**config.mk**
```make
export PLATFORM = sky130hd
export DESIGN_NAME = ps2_key_cmd_queue
export DESIGN_NICKNAME = d
export VERILOG_FILES = /design/src/rtl/ps2_key_cmd_queue.sv
export SDC_FILE = /design/constraint.sdc
export NUM_CORES = 1
export LEC_CHECK = 0
export CORE_ASPECT_RATIO = 0.9
export CORE_MARGIN = 5
export CORE_UTILIZATION = 55
export DETAILED_ROUTE_END_ITERATION = 12
export GPL_TIMING_DRIVEN = 1
export PLACE_DENSITY = 0.85
export SETUP_SLACK_MARGIN = 0.4
export SYNTH_ARGS = -nofsm -noshare
export SYNTH_HDL_FRONTEND = slang
export SYNTH_SLANG_ARGS = --single-unit
```
**constraint.sdc**
```tcl
create_clock -name clk -period 9.3 [get_ports clk]
set_input_delay 1.86 -clock clk [delete_from_list [all_inputs] [get_ports clk]]
set_output_delay 1.86 -clock clk [all_outputs]
set_load 0.01 [all_outputs]
```
**src/rtl/ps2_key_cmd_queue.sv**
```systemverilog
// Turns released PS/2 key codes into 3-bit game commands and filters fast repeats
// of the same command. Results go into a small first-word-fall-through queue.
module ps2_key_cmd_queue #(
  parameter int unsigned DEPTH     = 4,
  parameter int unsigned HOLDOFF   = 2500000,
  parameter logic [7:0]  KEY_P1_UP = 8'h1D,
  parameter logic [7:0]  KEY_P1_DN = 8'h1B,
  parameter logic [7:0]  KEY_P2_UP = 8'h75,
  parameter logic [7:0]  KEY_P2_DN = 8'h72,
  parameter logic [7:0]  KEY_START = 8'h29,
  parameter logic [7:0]  KEY_PAUSE = 8'h4D
) (
  input  logic                       clk,
  input  logic                       rst,
  input  logic                       key_valid,
  input  logic [7:0]                 key,
  output logic                       cmd_valid,
  input  logic                       cmd_ready,
  output logic [2:0]                 cmd,
  output logic [$clog2(DEPTH):0]     fifo_count,
  output logic                       overflow,
  input  logic                       clr_overflow
);

  localparam int AW = $clog2(DEPTH);
  localparam int CW = AW + 1;
  localparam int HW = (HOLDOFF > 0) ? $clog2(HOLDOFF + 1) : 1;

  logic [2:0]    mem [DEPTH];
  logic [AW-1:0] wr_ptr, rd_ptr;
  logic          d_hit;
  logic [2:0]    d_cmd;
  logic          last_valid;
  logic [2:0]    last_cmd;
  logic [HW-1:0] hold_cnt;

  logic       map_hit;
  logic [2:0] map_cmd;
  logic       suppress, push_req, full, pop, push, drop;

  always_comb begin
    map_hit = 1'b1;
    map_cmd = 3'd0;
    case (key)
      KEY_P1_UP: map_cmd = 3'd0;
      KEY_P1_DN: map_cmd = 3'd1;
      KEY_P2_UP: map_cmd = 3'd2;
      KEY_P2_DN: map_cmd = 3'd3;
      KEY_START: map_cmd = 3'd4;
      KEY_PAUSE: map_cmd = 3'd5;
      default:   map_hit = 1'b0;
    endcase
  end

  assign cmd_valid = (fifo_count != '0);
  assign cmd       = cmd_valid ? mem[rd_ptr] : 3'd0;
  assign full      = (fifo_count == CW'(DEPTH));
  assign pop       = cmd_valid & cmd_ready;
  assign suppress  = (HOLDOFF != 0) && last_valid && (d_cmd == last_cmd) && (hold_cnt != '0);
  assign push_req  = d_hit & ~suppress;
  // A pop at the same edge frees the slot, so a full queue can still accept.
  assign push      = push_req & (~full | pop);
  assign drop      = push_req & full & ~pop;

  always_ff @(posedge clk) begin
    if (rst) begin
      d_hit      <= 1'b0;
      d_cmd      <= 3'd0;
      last_valid <= 1'b0;
      last_cmd   <= 3'd0;
      hold_cnt   <= '0;
      wr_ptr     <= '0;
      rd_ptr     <= '0;
      fifo_count <= '0;
      overflow   <= 1'b0;
    end else begin
      d_hit <= key_valid & map_hit;
      if (key_valid) d_cmd <= map_cmd;

      if (push) begin
        last_cmd   <= d_cmd;
        last_valid <= 1'b1;
        hold_cnt   <= HW'(HOLDOFF);
        wr_ptr     <= wr_ptr + AW'(1);
      end else if (hold_cnt != '0) begin
        hold_cnt <= hold_cnt - HW'(1);
      end

      if (pop) rd_ptr <= rd_ptr + AW'(1);
      fifo_count <= fifo_count + CW'(push) - CW'(pop);

      if (drop)              overflow <= 1'b1;
      else if (clr_overflow) overflow <= 1'b0;
    end
  end

  always_ff @(posedge clk) begin
    if (push) mem[wr_ptr] <= d_cmd;
  end

endmodule

```
# After elaboration in Yosys (flattened, before gate mapping)
# Memory sizes are Yosys's and may differ from the RTL's. A register that Yosys moved wholly into a read port is not among the register bits.
# Cells that the tools add are included.
# totals
mem_bits_rw	12
out_inout_bits	8
mem_count	1
wordCells	53
inputBits	13
register_bits	38
# mem_list
name	depth	word_bits	read_ports	rd_ports_with_merged_regs	wr	line_no	text
mem	4	3	1	1	1	29	logic [2:0] mem [DEPTH];
# classes
eq_ne	8
mux	11
n_addsub	5
reduce_logical	8
bitwise	10
# ops
cell	count
2-to-1 mux 22 bit	2
== test 8 x 7 -> 1 bit, second input constant	3
nonzero test 22 bit	1
subtractor 22 x 1 -> 22 bit, second input constant	1
== test 8 x 5 -> 1 bit, second input constant	2
one-hot mux 3 bit (5 select lines)	1
== test 8 x 6 -> 1 bit, second input constant	1
AND 1 bit	6
OR reduction 6 bit	1
2-to-1 mux 1 bit	5
adder 2 x 1 -> 2 bit, second input constant	2
2-to-1 mux 2 bit	2
nonzero test 2 bit	2
adder 3 x 1 -> 3 bit	1
== test 3 bit	1
== test 3 bit, second input constant	1
2-to-1 mux 3 bit	1
NOT 1 bit	3
nonzero test 3 bit	1
subtractor 3 x 1 -> 3 bit	1
logical AND 1 bit	2
OR reduction 2 bit	1
OR 1 bit	1

# Depth between registers and ports, before layout
# Gate-level depths: netlist of run 1.
# logic_depth
depth_word	8
ltp_mapped	14
depth_no_buf	12

# Worst setup path after synthesis of run 1
# No wires, ideal clock.
# synth_timing
path_type	input to register
start	input cmd_ready
end	register fifo_count[2]
slack_ps	5035
setup_time_ps	128
cell_stages	13
path_buffers	3
t_arrival_ps	4138
required_time_ps	9172
cell_sequence	or4b_1 -> clkbuf_1 -> nand2_1 -> o22a_1 -> buf_2 -> buf_2 -> ha_1 -> inv_1 -> ha_1 -> fa_1 -> xnor2_1 -> xnor2_1 -> nor2_1
# synth_between
elab_chain_len	5
# synth_rtl
item	line_no	text
start: declaration	18	input logic cmd_ready,
AND 1 bit *	58	assign pop = cmd_valid & cmd_ready;
OR 1 bit	62	assign push = push_req & (~full | pop);
AND 1 bit	62	
adder 3 x 1 -> 3 bit	90	fifo_count <= fifo_count + CW'(push) - CW'(pop);
subtractor 3 x 1 -> 3 bit *	90	
end signal: assignment	90	
end: declaration	20	output logic [$clog2(DEPTH):0] fifo_count,
# Mark *: on every way between the ends. The rest lies on a longest branch, timed or not.
# A chain may end at the register's enable or synchronous reset.

# Worst setup path in the final report of run 1
# Same ends and word-level chain as after synthesis.

==> reports/results.ini, run 1 <==
[route]
wire_per_inst_um = 14.3
via_per_inst = 5.62
drc_errors = 0
num_vias = 1904
first_pass_iters = 5
first_iter_violations = 155
ant_nets = 0
drt_wl_total_um = 4860

[clock_tree]
clk_latency_ns = 0.31
tritoncts = built
hold_buffers = 0
clkSlewWorstSetupHoldPaths_ns = 0.09
h-tree-depth = 2
postCtsSetupRepairBufs = 0
ctsResizeCount = 0
clk_path_buf_depth = 2
root_buffer = clkbuf_8
numCtsBuffers = 5
cts_sinks = 52

[critical_path]
critical_path.max_fanout = 16
rr_worst_depth = 10
path_delay_family = simple AND/OR/NAND/NOR gates
critPathMaxStageDelay_ns = 0.60
required_ns = 9.46
crit_slowest_cell = or4b_1
crit_type = input port to flip-flop
start_kind = input port
critical_path_arrival_ns = 4.84
rrSetupSlack_ns = 6.06
path_cells = clkdlybuf4s50_1, or4b_1, nand2_1, o22a_1, ha_1, inv_1, ha_1, fa_1, xnor2_1, xnor2_1, nor2_1
end_kind = flip-flop
r2r_start = hold_cnt[2]$_SDFFE_PP0P_
r2r-end = fifo_count[2]$_SDFF_PP0_
path_buf_inv = 2

[place]
dp_hpwl_um = 3470
port_buffers = 20
place_congestion = 0.807

[die]
ioPinCount = 21
die-width_um = 81.7
core_area_um2 = 4460
start_util_pct = 57.0
die_y_um = 74.5
dieArea_um2 = 6090
rows = 23

[yosys]
synth_area_um2 = 2540
yosys.area.top_type_share_pct = 31.5
ys_types = 51
ys_warn_count = 0
synth_top_area_cell = dfxtp_1
synth_edf_count = 12
synthCells = 261
synth_ff_type = dfxtp_1
synth_seq_cells = 52
avgSynthCellArea_um2 = 9.75
async_flop_share_pct = 0
syn_nets = 283
synth_area_leaders = dfxtp_1 31%, edfxtp_1 14%, nor2_1 4.4%, ha_1 3.9%, a21oi_1 3.5%
ys_seq_area_share_pct = 45.6

[grt]
globalRouteTotalUtil_pct = 17.7
grtUsageMet3_pct = 3.27
grt_max_degree = 27
grt_use_met1_pct = 23.8
grt_pass1_wl_um = 8220
grtUsageMet2_pct = 28.2
grt_overflow = 0
top_usage_layer = met2
grt_pass1_vias = 1773
antenna_found_initial = 0

[layout]
synthToLayoutAreaGrowth_pct = 12.2
seq_area_um2 = 1160
multi_input_area_um2 = 1270
drive_gt1_share_pct = 6.86
insertedDiodeCount = 0
layout.nets = 298
final_core_util_pct = 64.0
fillers = 388

[power_and_ir_drop]
combPwrFrac_pct = 47.8
vdd_drop_max_uv = 173
leakagePower_nw = 1.02
sw_frac_of_total_pct = 42.5
p_sw_w = 0.000392
seqPwrFrac_pct = 38.3
p_per_area_nw_per_um2 = 323
pwr-share-clk_pct = 13.9
p_int_w = 0.000529

[timing]
finalSetupViolations = 0
finalCritPeriodShare_pct = 50.3
tightest_slew_ns = 0.962
slew_headroom_pct = 35.6
fmax_mhz = 214
finClkSkew_ns = 0.00855
grt_setup_unrepaired = false
period_minus_slack_ns = 4.68
drv_slew = 0
final-hold-violation-count = 0
fin_setup_tns_ns = 0

[worst_hold_path]
min_path_cells = 2
hold_path_end = hold_cnt[20]$_SDFFE_PP0P_
min_path_type = flip-flop to flip-flop
hold_start = hold_cnt[20]$_SDFFE_PP0P_

[outcome]
outcome = complete, no violations

[job]
cap_violations = 0

layer usage:
metal | part of all wire [%] | up-vias
li1 | - | 962
met1 | 47 | 894
met2 | 47 | 40
met3 | 3.9 | 8
met4 | 1.6 | 0
met5 | 0 | -
cell usage in the layout (no fill, tap or decap), drive strengths merged, types with 2 or more instances in the layout:
cell type	netlist	routed
dfxtp	40	40
nor2	31	31
clkdlybuf4s50	0	20
a21oi	19	19
inv	15	15
edfxtp	12	12
xor2	10	10
nand2	10	10
o21ai	9	9
nor4	9	9
xnor2	8	8
nand3	8	8
ha	8	8
or3	6	6
o211ai	6	6
clkbuf	8	6
nor3	5	5
mux2i	5	5
a31oi	5	5
or4	5	5
and2	4	4
nor2b	4	4
nand2b	4	4
mux4	3	3
o31ai	3	3
nor3b	2	2
a211oi	2	2
nand4	2	2
or2	2	2
sequential cells by signal (all words and copies together), names as in the netlist, named ones only:
name / count
overflow: 1
wr_ptr: 2
d_hit: 1
last_cmd: 3
fifo_count: 3
mem: 12
last_valid: 1
hold_cnt: 22
d_cmd: 3
rd_ptr: 2
Yosys cell counts, types with 3 or more instances:
cell type,number
a21oi_1,18
a31oi_1,5
and2_1,4
buf_2,3
clkbuf_1,8
dfxtp_1,40
edfxtp_1,12
ha_1,8
inv_1,15
mux2i_1,5
mux4_2,3
nand2_1,9
nand2b_1,4
nand3_1,8
nor2_1,30
nor2b_1,4
nor3_1,5
nor4_1,7
o211ai_1,5
o21ai_0,8
o31ai_1,3
or3_1,6
or4_1,4
xnor2_1,8
xor2_1,10
worst register-to-register path, stage by stage (launching register included):
cell and delay [ns]:
dfxtp_1 0.39, nor4_4 0.40, nand4_2 0.39, o22a_1 0.55, ha_1 0.40, inv_1 0.04
ha_1 0.18, fa_1 0.38, xnor2_1 0.18, xnor2_1 0.13, nor2_1 0.05
worst max path at each step:
stage | cells past startpoint | slack (ns) | end | from
after CTS | 11 | 4.64 | fifo_count[2]$_SDFF_PP0_ | cmd_ready
after floorplan | 13 | 5.03 | fifo_count[2]$_SDFF_PP0_ | cmd_ready
after global placement | 11 | 4.39 | fifo_count[2]$_SDFF_PP0_ | cmd_ready
final | 11 | 4.62 | fifo_count[2]$_SDFF_PP0_ | cmd_ready
after global routing | 11 | 4.49 | fifo_count[2]$_SDFF_PP0_ | cmd_ready
after detailed placement | 11 | 4.31 | fifo_count[2]$_SDFF_PP0_ | cmd_ready
logic make-up after synthesis:
| logic type | count (synthesis) | share of synthesized area (%) |
|---|---|---|
| AOI/OAI and AO/OA | 49 | 12.1 |
| xor gates and xnor gates | 18 | 6.20 |
| adders and majority gates | 9 | 4.72 |
| buffers and inverters | 27 | 4.43 |
| DFF | 52 | 45.6 |
| muxes | 8 | 4.62 |
| and+or+nand+nor | 98 | 22.3 |
power by group through the flow:
stage / combinational (W) / clock [W] / sequential (W)
2_1_floorplan: 0.000350 / 0 / 0.000343
3_3_place_gp: 0.000418 / 0 / 0.000355
3_5_place_dp: 0.000434 / 0 / 0.000356
4_1_cts: 0.000438 / 0.000131 / 0.000352
5_1_grt: 0.000487 / 0.000143 / 0.000363
6_report: 0.000440 / 0.000128 / 0.000353
stage by stage:
stage               power (W)  instances  worst slack (ns)  cell area [µm²]  hold WS, ns
floorplan            0.000693        261              5.03             2540        0.429
global placement     0.000773        331              4.39             2770        0.450
detailed placement   0.000791        331              4.31             2770        0.458
CTS                  0.000921        339              4.64             2850        0.473
global route         0.000992        339              4.49             2850        0.503
finish               0.000921        339              4.62             2850        0.476
final cells by class:
type	instances	share of cell area, %
clock buffer	6	2.54
clock inverter	2	0.570
inverter	15	1.97
multi-input combinational	182	44.5
sequential	52	40.7
tap	62	2.72
timing repair buffer	20	7.01
Note: power is estimated with default switching activity, not from simulation.
==> run 2, diff against run 1 <==
Clock period 9.3 ns to 4.5 ns, I/O delays scaled along.
==> run 2 against run 1 <==
Critical endpoint unchanged. Critical path depth did not move. Via count rose by 1.7%. Critical path type unchanged. Final cell count is 0.59% higher. Clock power rose to 2.5 times the previous value. Combinational power grew 110%. Design area up 1.5%.
==> reports/results.ini, run 2 (synthesis gave the netlist of run 1 again) <==
[outcome]
outcome = complete, no violations

[critical_path]
path_cells = clkdlybuf4s50_1, or4b_1, nand2_1, o22a_1, ha_1, inv_1, ha_1, fa_1, xnor2_1, xnor2_1, nor2_1
start_kind = input port
critical_path.max_fanout = 7
required_ns = 4.68
path_delay_family = simple AND/OR/NAND/NOR gates
path_buf_inv = 2
end_kind = flip-flop
rr_worst_depth = 10
crit_type = input port to flip-flop
crit_slowest_cell = or4b_1
r2r_start = hold_cnt[2]$_SDFFE_PP0P_
rrSetupSlack_ns = 1.58
critical_path_arrival_ns = 3.48
r2r-end = fifo_count[2]$_SDFF_PP0_
critPathMaxStageDelay_ns = 0.62

[power_and_ir_drop]
p_per_area_nw_per_um2 = 674
vdd_drop_max_uv = 301
leakagePower_nw = 1.05

[clock_tree]
numCtsBuffers = 5
clkSlewWorstSetupHoldPaths_ns = 0.09
clk_path_buf_depth = 2
ctsResizeCount = 0
tritoncts = built
postCtsSetupRepairBufs = 0
clk_latency_ns = 0.30
root_buffer = clkbuf_8
cts_sinks = 52
h-tree-depth = 2
hold_buffers = 0

[layout]
layout.nets = 300
layout_commonest_cell = dfxtp_1
insertedDiodeCount = 0
synthToLayoutAreaGrowth_pct = 13.9
final_cell_mix = 40 x dfxtp_1, 30 x nor2_1, 20 x clkdlybuf4s50_1, 18 x a21oi_1, 15 x inv_1
largest_reg_flops = 22
reg_top3 = hold_cnt: 22 flops, mem: 12 flops
drive_gt1_share_pct = 7.89
top_register = hold_cnt
design_area_um2 = 2900
fillers = 346

[route]
drt_wl_total_um = 4970
first_pass_iters = 4
wire_per_inst_um = 14.6
via_per_inst = 5.68
first_iter_violations = 118
num_vias = 1936
ant_nets = 0
drc_errors = 0

[place]
dp_hpwl_um = 3550
place_congestion = 0.840
dpl-instance-area_um2 = 2780
port_buffers = 20

[timing]
final-hold-violation-count = 0
finalSetupViolations = 0
slew_headroom_pct = 62.4
fmax_mhz = 303
drv_slew = 0
fin_setup_tns_ns = 0
finalCritPeriodShare_pct = 73.3
finClkSkew_ns = 0.0115
tightest_slew_ns = 0.560
period_minus_slack_ns = 3.30
grt_setup_unrepaired = false

[grt]
grt_pass1_wl_um = 8470
globalRouteTotalUtil_pct = 18.1
grt_overflow = 0
grt_pass1_vias = 1839
grt_max_degree = 27
antenna_found_initial = 0

[die]
rows = 23
dieArea_um2 = 6090
core_area_um2 = 4460
start_util_pct = 57.0
ioPinCount = 21
die-width_um = 81.7
die_y_um = 74.5

[worst_hold_path]
hold_start = hold_cnt[20]$_SDFFE_PP0P_
min_path_cells = 2
hold_path_end = hold_cnt[20]$_SDFFE_PP0P_
min_path_type = flip-flop to flip-flop

[job]
cap_violations = 0

==> run 2: where the power goes <==
| group | internal [W] | leakage [nW] | switching (W) |
|---|---|---|---|
| Combinational | 0.000393 | 0.536 | 0.000512 |
| Clock | 0.000167 | 0.0583 | 0.000152 |
| Sequential | 0.000590 | 0.453 | 0.000139 |
==> run 2: tightest hold or removal path, stage by stage (launching register included) <==
cell and delay [ns]:
dfxtp_1 0.33, nand2_1 0.05, a21oi_1 0.05
==> run 2: per-stage QoR <==
step / cells / power (W) / setup slack [ns] / utilization, % / hold WS [ns]
after floorplan: 261 / 0.00143 / 1.19 / - / 0.429
after global placement: 333 / 0.00160 / 1.03 / 62.3 / 0.449
after detailed placement: 333 / 0.00163 / 0.961 / 62.3 / 0.461
after CTS: 341 / 0.00196 / 1.22 / 64.9 / 0.475
after global routing: 341 / 0.00211 / 1.08 / 64.9 / 0.509
final: 341 / 0.00195 / 1.20 / 64.9 / 0.471
==> run 2: worst max path at each step <==
stage / depth (start not counted) / from / end / slack (ns)
finish: 11 / cmd_ready / fifo_count[2]$_SDFF_PP0_ / 1.20
global route: 11 / cmd_ready / fifo_count[2]$_SDFF_PP0_ / 1.08
CTS: 11 / cmd_ready / fifo_count[2]$_SDFF_PP0_ / 1.22
detailed placement: 11 / cmd_ready / fifo_count[2]$_SDFF_PP0_ / 0.96
global placement: 11 / cmd_ready / fifo_count[2]$_SDFF_PP0_ / 1.03
floorplan: 13 / cmd_ready / fifo_count[2]$_SDFF_PP0_ / 1.19
==> run 2: layer usage <==
metal	vias to the layer above	GRT usage, %	share of wire (%)
li1	966	-	-
met1	927	25.0	47
met2	38	29.1	47
met3	5	2.91	4.2
met4	0	5.72	1.1
met5	-	0	0
==> run 2: layout make-up <==
cell class | instances | area (µm²) | share of cell area [%]
Timing Repair Buffer | 22 | 215 | 7.43
Multi-Input combinational cell | 182 | 1270 | 43.8
Clock buffer | 5 | 68.8 | 2.38
Sequential cell | 52 | 1160 | 40.1
Tap cell | 62 | 77.6 | 2.68
Clock inverter | 3 | 47.5 | 1.64
Inverter | 15 | 56.3 | 1.94
==> run 3, diff against run 2 <==
Clock period 4.5 ns to 3.42 ns, I/O delays scaled along.
==> run 3 against run 2 <==
Worst hold slack better by 0.0037 ns. Global-route usage up 0.61 points. Critical path depth unchanged. Non-clock buffer count up 2. Critical path type unchanged. Highest routed layer unchanged.
==> reports/results.ini, run 3 (synthesis gave the netlist of run 1 again) <==
[layout]
layout.nets = 302
top_register = hold_cnt
largest_reg_flops = 22
final_cell_mix = 40 x dfxtp_1, 30 x nor2_1, 20 x clkdlybuf4s50_1, 18 x a21oi_1, 15 x inv_1
drive_gt1_share_pct = 9.61
fillers = 361
synthToLayoutAreaGrowth_pct = 14.1
insertedDiodeCount = 0
reg_top3 = hold_cnt: 22 flops, mem: 12 flops
multi_input_area_um2 = 1290
layout_commonest_cell = dfxtp_1
seq_area_um2 = 1160

[route]
drc_errors = 0
num_vias = 1955
first_iter_violations = 176
first_pass_iters = 4
wire_per_inst_um = 14.8
ant_nets = 0
drt_wl_total_um = 5060
via_per_inst = 5.70

[job]
cap_violations = 0

[timing]
slew_headroom_pct = 58.1
finClkSkew_ns = 0.0125
fin_setup_tns_ns = 0
fmax_mhz = 347
finalCritPeriodShare_pct = 84.2
whs_ns = 0.475
final-hold-violation-count = 0
drv_slew = 0
grt_setup_unrepaired = false
period_minus_slack_ns = 2.88
finalSetupViolations = 0
tightest_slew_ns = 0.629

[die]
dieArea_um2 = 6090
ioPinCount = 21
die-width_um = 81.7
start_util_pct = 57.0
rows = 23
core_area_um2 = 4460
die_y_um = 74.5

[critical_path]
path_cells = clkdlybuf4s50_1, or4b_4, nand2_2, o22a_1, ha_1, inv_1, ha_1, fa_2, xnor2_2, xnor2_1, nor2_1
r2r_start = hold_cnt[0]$_SDFFE_PP0P_
critPathMaxStageDelay_ns = 0.53
critical_path.max_fanout = 5
path_common_cell = ha_1
path_delay_family = simple AND/OR/NAND/NOR gates
critical_path_arrival_ns = 3.07
crit_type = input port to flip-flop
setup.worst_path.start = cmd_ready
start_kind = input port
required_ns = 3.61
end_kind = flip-flop
crit_slowest_cell = or4b_4
path_buf_inv = 2

[grt]
grt_pass1_vias = 1784
grt_overflow = 0
antenna_found_initial = 0
globalRouteTotalUtil_pct = 18.7
grt_pass1_wl_um = 8540
grt_max_degree = 26

[clock_tree]
clkSlewWorstSetupHoldPaths_ns = 0.09
cts_sinks = 52
root_buffer = clkbuf_8
postCtsSetupRepairBufs = 0
clk_latency_ns = 0.30
numCtsBuffers = 5
tritoncts = built
clk_path_buf_depth = 2
h-tree-depth = 2

[place]
port_buffers = 20
dp_hpwl_um = 3590
place_congestion = 0.831

[outcome]
outcome = complete, no violations

[power_and_ir_drop]
vdd_drop_max_uv = 444
power.total_w = 0.00255
leakagePower_nw = 1.05
p_per_area_nw_per_um2 = 878

[worst_hold_path]
hold_start = hold_cnt[20]$_SDFFE_PP0P_
min_path_type = flip-flop to flip-flop

[run 3: cell count changes in the layout (fill, tap and decap cells not counted), sizes merged]
cell,change
buf,+2
bufinv,-1
clkbuf,+2
clkinv,-1
[run 3: worst paths after layout]
check                           slack (ns)                   endpoint  cells past startpoint
worst max-delay path                  0.54   fifo_count[2]$_SDFF_PP0_                     11
worst min-delay path                  0.47  hold_cnt[20]$_SDFFE_PP0P_                      2
worst max register to register        0.74   fifo_count[2]$_SDFF_PP0_                     12
worst min register to register        0.47  hold_cnt[20]$_SDFFE_PP0P_                      2
[run 3: area by class of cell]
class	count	area share (%)
Inverter	15	1.94
Multi-Input combinational cell	182	44.5
Clock inverter	1	0.302
Sequential cell	52	40.0
Clock buffer	7	2.63
Timing Repair Buffer	24	7.93
Tap cell	62	2.67
[run 3: through the flow]
stage | cell area, µm² | std cells | setup WS [ns] | utilization, %
global placement | 2800 | 335 | 0.219 | 62.7
global route | 2900 | 343 | 0.464 | 65.1
floorplan | 2550 | 261 | 0.430 | -
CTS | 2880 | 343 | 0.411 | 64.6
detailed placement | 2800 | 335 | 0.0894 | 62.7
finish | 2900 | 343 | 0.542 | 65.1
[run 3: power breakdown]
group          internal, W  switching [W]  total [W]
Sequential        0.000776       0.000183   0.000959
Clock             0.000147       0.000194   0.000341
Combinational     0.000553       0.000697    0.00125
[run 3: worst reg2reg max path, cell delays in order, from the launching register on]
cell	delay, ns
dfxtp_1	0.38
inv_1	0.11
ha_1	0.18
nor4b_2	0.31
nand4_1	0.14
o22a_1	0.22
ha_1	0.29
inv_1	0.04
ha_1	0.19
fa_2	0.36
xnor2_2	0.17
xnor2_1	0.13
nor2_1	0.05
[run 3: routing by layer]
metal | part of all wire (%) | GRT usage (%) | vias to the layer above
met5 | 0 | 0 | -
met1 | 45 | 25.3 | 905
li1 | - | - | 972
met2 | 47 | 28.8 | 71
met4 | 1.5 | 7.20 | 0
met3 | 5.6 | 4.96 | 7
[run 3: what timing repair did]
action / CTS / global route
gates resized for setup: 1 / 4
hold buffers: 0 / 0
endpoints found under the hold margin: 0 / 0
setup endpoints to repair: 1 / 1
